<file path="src/rtl/frame_deser.sv">
// Serial frame deserializer: start bit, W data bits LSB-first, stop bit.
// Received words go into a D-deep first-word-fall-through FIFO.
module frame_deser #(
  parameter int W = 8,
  parameter int D = 4
) (
  input  logic                  clk,
  input  logic                  rst,
  input  logic                  sin,
  output logic [W-1:0]          out_data,
  output logic                  out_valid,
  input  logic                  out_ready,
  output logic                  frame_err,
  output logic                  ovf,
  output logic [$clog2(D):0]    level
);

  localparam int CW = $clog2(W);
  localparam int AW = $clog2(D);

  typedef enum logic [1:0] {IDLE, DATA, STOP} state_t;

  state_t         state, state_nxt;
  logic [CW-1:0]  bit_cnt;
  logic [W-1:0]   shreg;
  logic [W-1:0]   mem [D];
  logic [AW-1:0]  wr_ptr, rd_ptr;
  logic           push, pop, accept, full;

  // NOTE: every variable driven here gets a default first, so no path can infer a latch.
  always_comb begin
    state_nxt = state;
    unique case (state)
      IDLE: if (!sin) state_nxt = DATA;
      DATA: if (bit_cnt == CW'(W - 1)) state_nxt = STOP;
      STOP: state_nxt = IDLE;
      default: state_nxt = IDLE;
    endcase
  end

  // NOTE: sequential state uses non-blocking assignments so all registers update together.
  always_ff @(posedge clk or posedge rst) begin
    if (rst) state <= IDLE;
    else     state <= state_nxt;
  end

  // Data bits shift in from the top, so the first bit lands in bit 0 after W shifts.
  always_ff @(posedge clk or posedge rst) begin
    if (rst) begin
      bit_cnt <= '0;
      shreg   <= '0;
    end else begin
      unique case (state)
        IDLE: bit_cnt <= '0;
        DATA: begin
          shreg   <= {sin, shreg[W-1:1]};
          bit_cnt <= bit_cnt + CW'(1);
        end
        default: ;
      endcase
    end
  end

  assign push      = (state == STOP) && sin;
  assign full      = (level == (AW + 1)'(D));
  assign out_valid = (level != '0);
  assign pop       = out_valid && out_ready;
  // When full, a same-cycle pop frees the slot the new word is written into.
  assign accept    = push && (!full || pop);
  assign out_data  = out_valid ? mem[rd_ptr] : '0;

  // NOTE: storage is not reset; out_data is masked while empty, so stale contents never show.
  always_ff @(posedge clk) begin
    if (accept) mem[wr_ptr] <= shreg;
  end

  always_ff @(posedge clk or posedge rst) begin
    if (rst) begin
      wr_ptr    <= '0;
      rd_ptr    <= '0;
      level     <= '0;
      frame_err <= 1'b0;
      ovf       <= 1'b0;
    end else begin
      if (accept) wr_ptr <= wr_ptr + AW'(1);
      if (pop)    rd_ptr <= rd_ptr + AW'(1);
      unique case ({accept, pop})
        2'b10:   level <= level + (AW + 1)'(1);
        2'b01:   level <= level - (AW + 1)'(1);
        default: level <= level;
      endcase
      // A bad stop bit needs sin low and a push needs it high, so these never coincide.
      frame_err <= (state == STOP) && !sin;
      ovf       <= push && full && !pop;
    end
  end

endmodule

</file>
<file path="config.mk">
export PLATFORM = sky130hd
export DESIGN_NAME = frame_deser
export DESIGN_NICKNAME = d
export VERILOG_FILES = /design/src/rtl/frame_deser.sv
export SDC_FILE = /design/constraint.sdc
export NUM_CORES = 1
export LEC_CHECK = 0
export BUFFER_PORTS_ARGS = -buffer_cell sky130_fd_sc_hd__buf_2
export CORE_MARGIN = 2
export CORE_UTILIZATION = 55
export DETAILED_ROUTE_END_ITERATION = 16
export HOLD_SLACK_MARGIN = 0.12
export PLACE_DENSITY = 0.79
export SYNTH_ARGS = -nofsm -noshare
export SYNTH_HDL_FRONTEND = slang
export SYNTH_SLANG_ARGS = --single-unit
export TNS_END_PERCENT = 10
</file>
<file path="constraint.sdc">
create_clock -name clk -period 2.7 [get_ports clk]
set_input_delay 0.135 -clock clk [delete_from_list [all_inputs] [get_ports clk]]
set_output_delay 0.135 -clock clk [all_outputs]
set_load 0.03 [all_outputs]
</file>
After elaboration in Yosys (flattened, before gate mapping)
Memory sizes are Yosys's and may differ from the RTL's.
Index checks and enable logic that the tools add are counted.

word-level totals
  logic and storage cells = 45
  output and inout bits = 14
  register bits after elaboration = 22
  memory bits (writable) = 32
  memories = 1
  bits of input ports = 4

cells by class
  reductions and logical operators = 15
  equality and inequality tests = 8
  muxes and demuxes = 8
  add/sub/neg operators = 5

memories
  name  words  width  read ports  clocked after memory_dff  write ports  RTL line  source
  mem   4      8      1           0                         1            26        logic [W-1:0] mem [D];

operators by type and width
  operator             number
  $pmux 3 s2           2
  $mux 8               1
  $add 3x1->3 const B  2
  $eq 3x3->1 const B   2
  $logic_and 1x1->1    6
  $add 2x1->2 const B  2
  $eq 2x1->1 const B   2
  $eq 2x2->1 const B   2
  $mux 2               2
  $ne 2x2->1 const B   2
  $pmux 2 s2           1
  $reduce_bool 2->1    2
  $logic_not 1->1      3
  $reduce_bool 3->1    1
  $sub 3x1->3 const B  1
  $logic_not 2->1      1
  $mux 1               2
  $reduce_and 2->1     1
  $logic_or 1x1->1     1

Longest topological paths before layout
  depth after elaboration = 6
  mapped depth = 8

Least setup slack after synthesis
No wires, ideal clock.

  kind = reg2reg
  from = register level[1]
  to = register level[2]
  data required time = 2574 ps
  arrival = 2307 ps
  setup slack = 267 ps
  stages on the path, launching flop included = 9
  cells stage by stage = dfrtp_1 nor2_1 nand2_1 clkbuf_1 nand3_1 fa_1 nor2_1 a311oi_1 a221o_1

on the way
  cells in the longest elaborated chain, start to end = 6
  elaborated cells between the ends (all ways) = 12

ends and longest elaborated chain
  what                                                    RTL line  source
  start: declaration                                      15        output logic [$clog2(D):0] level
  start signal: assignment                                88        2'b10: level <= level + (AW + 1)'(1);
  start signal: assignment                                89        2'b01: level <= level - (AW + 1)'(1);
  start signal: assignment                                90        default: level <= level;
  $reduce_bool 3->1 (*)                                   66        assign out_valid = (level != '0);
  via out_valid                                           11        output logic out_valid,
  $logic_and 1x1->1 (*)                                   67        assign pop = out_valid && out_ready;
  $logic_or 1x1->1                                        69        assign accept = push && (!full || pop);
  $logic_and 1x1->1                                       69
  $eq 2x1->1 / $eq 2x2->1 (equally long branches)         87        unique case ({accept, pop})
  $pmux 3 s2 / $reduce_bool 2->1 (equally long branches)  -

The timed path passes the listed nets; every way through them passes the cells marked *.
A chain may end at the register's enable or synchronous reset.

Final worst setup path
  from = register level[1]
  to = register level[1]

on the way
  cells in the longest elaborated chain, start to end = 6
  elaborated cells between the ends (all ways) = 12

ends and longest elaborated chain
  what                                                         RTL line
  $eq 3x3->1 / $reduce_bool 3->1 (equally long branches)       65, 66
  $logic_not 1->1 / $logic_and 1x1->1 (equally long branches)  69, 67
  $logic_or 1x1->1                                             69
  $logic_and 1x1->1                                            69
  $eq 2x1->1 / $eq 2x2->1 (equally long branches)              87
  $pmux 3 s2 / $reduce_bool 2->1 (equally long branches)       -

Several ways; a longest one is shown, not always the timed one.

==> flow_metrics.tcl <==
set metrics [dict create \
    fin_crit_sh 0.804 \
    rrSetupSlack_ns 0.53 \
    status "finished clean" \
    die_w_um 68.4 \
    grt-ovfl-total 0 \
    viasPerCell 5.58 \
    grt_usage 0.178 \
    num_vias 1188 \
    ctsResizeCount 0 \
    drt-initial-drc-count 96 \
    power.total_mw 2.76 \
    dp_slack_ns 0.559 \
    max_freq_ghz 0.461 \
    start_util 0.570 \
    cts_made_buffers 5 \
    netlist.area_leader.share 0.421 \
    critPathKind "flip-flop to flip-flop" \
    timing.slew.headroom 0.442 \
    min_period_ns 2.17 \
    drv_cap 0 \
    drive_gt1_frac 0.270 \
    required_ns 2.93 \
    portBuffers 17 \
    cts_buffer_depth 2 \
    num_rows 23 \
    grt_pass1_vias 1199 \
    hold_violations 0 \
    cp-start-kind "flip-flop" \
    clk_latency_ns 0.30 \
    power_density_nw_per_um2 1100 \
    dieHeight_um 68.4 \
    num-fill-cells 296 \
    syn_area_per_cell_um2 16.2 \
    switchingPower_mw 1.00 \
    ir_drop_mv 0.627 \
    multiInputGateArea_um2 714 \
    antenna_left 0 \
    drt_pass1_iterations 6 \
    cts_root_buf "clkbuf_8" \
    setup_viol 0 \
    fp.coreArea_um2 4000 \
    setup_slack_ns 0.529 \
    yosysTopAreaCell "edfxtp_1" \
    h-tree-depth 2 \
    ys_seq_area_frac 0.663 \
    rsz0062_at_grt "false" \
    place_hpwl_um 2550 \
    nets 173 \
    drc 0 \
    power_frac_comb 0.359 \
    synth_cell_types 30 \
    end_kind "flip-flop" \
    clock-sinks 54 \
    holdCritPathClass "primary input to flip-flop" \
    fin_area_um2 2520 \
    top_usage_layer "met2" \
    clkPwrFrac 0.162 \
    slew_violations 0 \
    grt_pass1_wl_um 5670 \
    syn_inst 141 \
    dieArea_um2 4680 \
    placed_cell_area_um2 2410 \
    synthesis.area_um2 2280 \
    post_drt_wl_per_cell_um 16.8 \
    path_max_fanout 12 \
    met2_usage 0.321 \
    cts_tree "built" \
    final_common_cell "edfxtp_1" \
    grt_max_degree 23 \
    worstMarginPinSlew_ns 0.836 \
    antenna_found_initial 0 \
    swShare 0.363 \
    clk_pin_slew_ns 0.09 \
    finalSetupTns_ns 0 \
    synth_area_leaders "edfxtp_1, dfrtp_1, mux4_2" \
    layout_common_cells "edfxtp_1, dfrtp_1, buf_2" \
    synth-seq-cells 54 \
    seqPwrFrac 0.479 \
    synth_fp_nets 152 \
    area_delta_synth_final_pct 10.4 \
    wl_um 3590 \
    ys_warn_count 0 \
    seqCellArea_um2 1510 \
    p_int_mw 1.76 \
    pin_count 18 \
    gp_congestion 0.737 \
    use_met3 0.0592 \
    arrival_ns 2.40 \
    skew_ns 0.00644 \
    antennaDiodeCount 0 \
    cellLeakagePower_nw 0.992 \
    use_met1 0.186 \
]
==> per-stage QoR <==
stage                     utilization  instances  hold WS (ns)
final                           0.630        213         0.165
after global routing            0.630        213         0.163
after CTS                       0.630        213         0.158
after detailed placement        0.602        203         0.344
after global placement          0.602        203         0.322
after floorplan                     -        141         0.124
==> what timing repair did <==
item                                   in CTS  in global routing
endpoints found under the hold margin      23                  0
hold buffers                                2                  0
setup buffers                               0                  0
==> power groups by stage <==
stage	clock (mW)	combinational, mW	sequential (mW)
after floorplan	0	0.797	1.27
after global placement	0	0.944	1.32
after detailed placement	0	0.999	1.34
after CTS	0.456	1.00	1.33
after global routing	0.497	1.08	1.35
final	0.448	0.991	1.32
==> final timing paths <==
path / from / end / cells after the start
worst max-delay path: level[1]$_DFFE_PP0P_ / level[1]$_DFFE_PP0P_ / 6
worst min-delay path: out_ready / rd_ptr[0]$_DFFE_PP0P_ / 3
worst max register to register: level[1]$_DFFE_PP0P_ / level[1]$_DFFE_PP0P_ / 6
worst min register to register: state[0]$_DFFE_PP0P_ / frame_err$_DFF_PP0_ / 1
max in group asynchronous: rst / shreg[5]$_DFFE_PP0P_ / 3
min in group asynchronous: rst / level[2]$_DFFE_PP0P_ / 3
==> cell usage after synthesis <==
library cell and n:
nor2b_1 2, a31oi_4 1, nand2_1 6, mux2_2 9, ha_1 6, mux2i_1 1
o22ai_1 1, a311oi_1 1, nand3b_1 1, xnor2_1 5, nand3_1 3, nand3b_2 1
nor2_1 4, o21ai_0 1, inv_1 7, and2_1 13, edfxtp_1 32, clkbuf_1 3
buf_2 2, a221o_1 1, nor3b_1 1, mux4_2 8, a21boi_0 1, a22o_1 2
a211oi_1 1, a21oi_1 2, buf_4 1, o221ai_1 2, fa_1 1, dfrtp_1 22
==> sequential cells by signal (all words and copies together) (netlist names) <==
name       cells
frame_err      1
bit_cnt        3
rd_ptr         2
state          2
shreg          8
ovf            1
mem           32
wr_ptr         2
level          3
==> critical path: stages, from the launching register on <==
cell	delay, ns
dfrtp_1	0.47
nor2_1	0.37
nand2_1	0.32
nand3_1	0.19
fa_1	0.44
a21boi_0	0.15
a21oi_1	0.16
==> cell type report <==
type | count | share of cell area
clock inverters | 1 | 0.00199
repair buffers | 20 | 0.0447
inverters | 7 | 0.0104
clock buffers | 7 | 0.0343
multi-input cells | 74 | 0.284
well taps | 50 | 0.0248
flip-flops and latches | 54 | 0.600
==> per-layer routing <==
metal,up-vias,part of all wire
met3,10,0.044
li1,557,-
met5,-,0
met1,590,0.38
met2,31,0.55
met4,0,0.023
==> kinds of logic after synthesis <==
family,count (synthesis),share of synthesized area
flip-flops,54,0.663
AND/OR/NAND/NOR,31,0.0757
multiplexers,18,0.128
AO/OA/AOI/OAI,13,0.0488
buffers and inverters,13,0.0241
adder cells (fa/ha/maj),7,0.0417
XOR/XNOR,5,0.0192
(Power assumes the default switching activity.)
